===== config.mk =====
export PLATFORM = sky130hd
export DESIGN_NAME = operate_uart_tx
export DESIGN_NICKNAME = d
export VERILOG_FILES = /design/src/rtl/operate_uart_tx.sv
export SDC_FILE = /design/constraint.sdc
export NUM_CORES = 1
export LEC_CHECK = 0
export BUFFER_PORTS_ARGS = -buffer_cell sky130_fd_sc_hd__buf_2
export CAP_MARGIN = 20
export CELL_PAD_IN_SITES_DETAIL_PLACEMENT = 1
export CELL_PAD_IN_SITES_GLOBAL_PLACEMENT = 1
export CORE_UTILIZATION = 50
export CTS_BUF_LIST = sky130_fd_sc_hd__clkbuf_8
export DETAILED_ROUTE_END_ITERATION = 10
export PLACE_DENSITY = 0.84
export SLEW_MARGIN = 10
export SYNTH_ARGS = -nofsm -noshare
export SYNTH_HDL_FRONTEND = slang
export SYNTH_SLANG_ARGS = --single-unit

===== constraint.sdc =====
create_clock -name uart_clk -period 3 [get_ports uart_clk]
set_clock_uncertainty 0.05 [all_clocks]
set_input_delay 0.75 -clock uart_clk [delete_from_list [all_inputs] [get_ports uart_clk]]
set_output_delay 0.75 -clock uart_clk [all_outputs]
set_load 0.03 [all_outputs]

===== src/rtl/operate_uart_tx.sv =====
// operate_uart_tx: serialises operate codes from the button stage onto a UART line.
// A frame is sent whenever the debounced code differs from the last code sent.
// Frame: start bit, D0..D7 LSB first, stop bit (8N1).
// Optional feature macro: OPERATE_UART_TX_PARITY_EN adds an even parity bit
// between D7 and stop (8E1).
module operate_uart_tx #(
  parameter int          CLKS_PER_BIT = 16,
  parameter logic [7:0]  IDLE_CODE    = 8'b1_00000_10
) (
  input  logic       uart_clk,
  input  logic       rst,
  input  logic [7:0] data_in,
  output logic       tx,
  output logic       busy,
  output logic [7:0] frames_sent
);

  // Bit timer only has to reach CLKS_PER_BIT-1; CLKS_PER_BIT >= 2 keeps this >= 1.
  localparam int CNT_W = $clog2(CLKS_PER_BIT);

`ifdef OPERATE_UART_TX_PARITY_EN
  typedef enum logic [2:0] {IDLE, START, DATA, PARITY, STOP} state_t;
`else
  typedef enum logic [1:0] {IDLE, START, DATA, STOP} state_t;
`endif

  state_t           state_reg;
  logic [CNT_W-1:0] bit_cnt_reg;
  logic [2:0]       bit_idx_reg;
  logic [7:0]       shift_reg;
  logic [7:0]       last_sent_reg;
  logic             tx_reg;
  logic             busy_reg;
  logic [7:0]       frames_sent_reg;
  logic             bit_end;

  // The current bit-time ends on this cycle.
  assign bit_end = (bit_cnt_reg == CNT_W'(CLKS_PER_BIT - 1));

  // Frame sequencer; tx and busy are registered so data_in never reaches the line combinationally.
  always_ff @(posedge uart_clk) begin
    if (rst) begin
      state_reg       <= IDLE;
      bit_cnt_reg     <= '0;
      bit_idx_reg     <= '0;
      shift_reg       <= '0;
      last_sent_reg   <= IDLE_CODE;
      tx_reg          <= 1'b1;
      busy_reg        <= 1'b0;
      frames_sent_reg <= '0;
    end else begin
      case (state_reg)
        IDLE: begin
          bit_cnt_reg <= '0;
          bit_idx_reg <= '0;
          tx_reg      <= 1'b1;
          busy_reg    <= 1'b0;
          // Only the code present now is compared; anything seen mid-frame was dropped.
          if (data_in != last_sent_reg) begin
            shift_reg     <= data_in;
            last_sent_reg <= data_in;
            state_reg     <= START;
            tx_reg        <= 1'b0;
            busy_reg      <= 1'b1;
          end
        end

        START: begin
          if (bit_end) begin
            bit_cnt_reg <= '0;
            bit_idx_reg <= '0;
            state_reg   <= DATA;
            tx_reg      <= shift_reg[0];
          end else begin
            bit_cnt_reg <= bit_cnt_reg + 1'b1;
          end
        end

        DATA: begin
          if (bit_end) begin
            bit_cnt_reg <= '0;
            if (bit_idx_reg == 3'd7) begin
`ifdef OPERATE_UART_TX_PARITY_EN
              // last_sent_reg holds the byte captured at launch, untouched by shifting.
              state_reg <= PARITY;
              tx_reg    <= ^last_sent_reg;
`else
              state_reg <= STOP;
              tx_reg    <= 1'b1;
`endif
            end else begin
              bit_idx_reg <= bit_idx_reg + 3'd1;
              shift_reg   <= {1'b0, shift_reg[7:1]};
              tx_reg      <= shift_reg[1];
            end
          end else begin
            bit_cnt_reg <= bit_cnt_reg + 1'b1;
          end
        end

`ifdef OPERATE_UART_TX_PARITY_EN
        PARITY: begin
          if (bit_end) begin
            bit_cnt_reg <= '0;
            state_reg   <= STOP;
            tx_reg      <= 1'b1;
          end else begin
            bit_cnt_reg <= bit_cnt_reg + 1'b1;
          end
        end
`endif

        STOP: begin
          if (bit_end) begin
            bit_cnt_reg     <= '0;
            state_reg       <= IDLE;
            busy_reg        <= 1'b0;
            frames_sent_reg <= frames_sent_reg + 8'd1;
          end else begin
            bit_cnt_reg <= bit_cnt_reg + 1'b1;
          end
        end

        default: begin
          state_reg <= IDLE;
          tx_reg    <= 1'b1;
          busy_reg  <= 1'b0;
        end
      endcase
    end
  end

  assign tx          = tx_reg;
  assign busy        = busy_reg;
  assign frames_sent = frames_sent_reg;

endmodule


==> flow_summary.json <==
{
  "relSlewSlack": 0.359,
  "synth_ff_type": "dfxtp_1",
  "grt_pass1_vias": 1637,
  "initial_core_util": 0.520,
  "synth_top_family_by_area": "simple AND/OR/NAND/NOR gates",
  "antenna_found_initial": 0,
  "worstSetupStartpoint": "state_reg[1]$_SDFFE_PP0P_",
  "cp-end-kind": "register",
  "max_freq_mhz": 408,
  "vias_per_cell": 6.03,
  "tightest_slew_ps": 959,
  "hold_start": "shift_reg[4]$_SDFFE_PP0P_",
  "synth-seq-cells": 35,
  "cts.sinks": 35,
  "required_ps": 3150,
  "nets": 237,
  "die_h_microns": 63.7,
  "num_vias": 1609,
  "synth_edf_count": 0,
  "synth.area.top_cells": "dfxtp_1 (37%), xnor2_1 (5.5%), ha_1 (5.3%)",
  "start_kind": "register",
  "drtIter0Drc": 82,
  "post-synth-top-count-cell": "dfxtp_1",
  "hp-class": "reg2reg",
  "io_pins": 20,
  "synth_compound_area_frac": 0.152,
  "fin_crit_sh": 0.816,
  "finalHoldViolations": 0,
  "wirelength_mm": 4.76,
  "drive_gt1_frac": 0.155,
  "synth_area_per_cell_sq_um": 9.28,
  "ctsLongestPathBuffers": 2,
  "drt.antenna.violating_nets": 0,
  "clk_latency_ps": 280,
  "crit_arrival_ps": 2600,
  "ir_worst_vdd_v": 0.000492,
  "min_period_ps": 2450,
  "r2r-start": "state_reg[1]$_SDFFE_PP0P_",
  "cts.hold.buffers_added": 0,
  "tns_ps": 0,
  "cp_max_fo": 20,
  "clk_pin_slew_worst_paths_ps": 70,
  "grt_usage": 0.261,
  "layout_setup_ws_ps": 552,
  "drc": 0,
  "syn2layout_area_growth_pct": 10.2,
  "worst-setup-path-type": "reg2reg",
  "coreArea_sq_mm": 0.00366,
  "chipWidth_microns": 63.7,
  "htree_levels": 2,
  "port_buffers": 19,
  "grt_setup_unrepaired": "false",
  "gp_congestion": 0.773,
  "status": "finished clean",
  "synthesis.area_sq_mm": 0.00190,
  "numCtsBuffers": 5,
  "synth_xor_area_frac": 0.0690,
  "overflow": 0,
  "place_ws_ps": 556,
  "synthAdderAreaFrac": 0.0526,
  "synthMuxAreaShare": 0.0940,
  "grt_start_max_net_pins": 49,
  "postCtsSetupBuffers": 0,
  "finalSetupViolations": 0,
  "ys_warn_count": 0,
  "cts_tree": "built",
  "post-dp-hpwl_mm": 3.35,
  "synth_top_area_frac": 0.368,
  "synth_nets": 223,
  "drt-wirelength-per-cell_microns": 17.8,
  "cts_root_buf": "clkbuf_8",
  "slew_violations": 0,
  "drv_cap": 0,
  "synthArstFlopShare": 0,
  "grt_pass1_wl_mm": 8.14,
  "synthCells": 205,
  "worst_hold_slack_ps": 408,
  "rows": 22,
  "synth_top_cell_by_area": "dfxtp_1",
  "yosysSeqAreaShare": 0.368,
  "dr.pass1.iters": 4,
  "powerDensity_mw_per_mm2": 808,
  "cts_resized": 0,
  "synth_cell_types": 47,
  "dieArea_sq_mm": 0.00406,
  "p_leak_nw": 0.842,
  "synthTopCellsByCount": "dfxtp_1 (35), nor2_1 (18), xnor2_1 (12), nand2b_1 (11)",
  "diodes": 0,
  "synth-simple-area-share": 0.211
}
==> placed cells by master, fill, tap and decap left out, types with 2 or more instances in the layout <==
| cell type | netlist | layout |
|---|---|---|
| a211oi_1 | 8 | 8 |
| a21o_1 | 3 | 3 |
| a21oi_1 | 5 | 5 |
| a22oi_1 | 2 | 2 |
| a311oi_1 | 7 | 7 |
| a31oi_1 | 2 | 2 |
| and3_1 | 2 | 2 |
| and4_4 | 2 | 2 |
| buf_2 | 3 | 19 |
| clkbuf_8 | 0 | 5 |
| dfxtp_1 | 35 | 35 |
| ha_1 | 8 | 8 |
| inv_1 | 10 | 11 |
| mux2_1 | 4 | 4 |
| mux2_2 | 3 | 3 |
| mux2i_1 | 10 | 10 |
| nand2_1 | 8 | 8 |
| nand2b_1 | 11 | 11 |
| nand3_1 | 3 | 3 |
| nand4_1 | 6 | 6 |
| nor2_1 | 18 | 18 |
| nor2b_1 | 2 | 2 |
| nor3_1 | 5 | 5 |
| o21ai_0 | 2 | 2 |
| o311ai_1 | 2 | 2 |
| or2b_1 | 2 | 2 |
| or4_1 | 2 | 2 |
| xnor2_1 | 12 | 12 |
| xor2_1 | 3 | 3 |
==> critical path: stages (launching register included) <==
cell and delay [ps]:
dfxtp_1 360, inv_1 130, ha_1 650, a21boi_1 860, mux2i_1 310
==> layout make-up <==
cell class,instances,area (sq um)
fillers,438,1560
multi-input cells,148,1100
flip-flops and latches,35,701
repair buffers,19,95.1
clock buffers,5,68.8
well taps,48,60.1
inverters,10,37.5
clock inverters,2,33.8
==> metal layers <==
| metal | vias up | wire, microns | track usage |
|---|---|---|---|
| li1 | 766 | - | - |
| met1 | 802 | 2240 | 0.349 |
| met2 | 32 | 2310 | 0.426 |
| met3 | 9 | 133 | 0.0471 |
| met4 | 0 | 74 | 0.0767 |
| met5 | - | 0 | 0 |
==> path summary, 6_finish.rpt <==
path,end,slack [ps],cells after the start
max,last_sent_reg[4]$_SDFFE_PP0P_,550,4
min,shift_reg[4]$_SDFFE_PP0P_,410,2
max reg2reg,last_sent_reg[4]$_SDFFE_PP0P_,550,4
min reg2reg,shift_reg[4]$_SDFFE_PP0P_,410,2
==> where the power goes <==
group          internal (mW)  switching, mW  leakage (nW)
clock                  0.240          0.163        0.0554
combinational          0.272          0.382         0.499
sequential             0.566         0.0713         0.287
==> kinds of logic (layout without fill, tap and decap cells) <==
group,Yosys count,after routing
fa+ha+maj,8,8
mux,17,17
compound gates,38,38
simple gates,70,70
xor+xnor,15,15
buf+inv,22,36
flops,35,35
==> stage by stage <==
step / power (mW) / std cells / instance area (sq um) / utilization
after CTS: 1.70 / 267 / 2100 / 0.573
final: 1.70 / 267 / 2100 / 0.573
after floorplan: 1.15 / 205 / 1900 / -
after global placement: 1.24 / 260 / 1990 / 0.545
after detailed placement: 1.28 / 260 / 1990 / 0.545
after global routing: 1.80 / 267 / 2100 / 0.573
No activity file was read; power rests on OpenSTA's default activity.
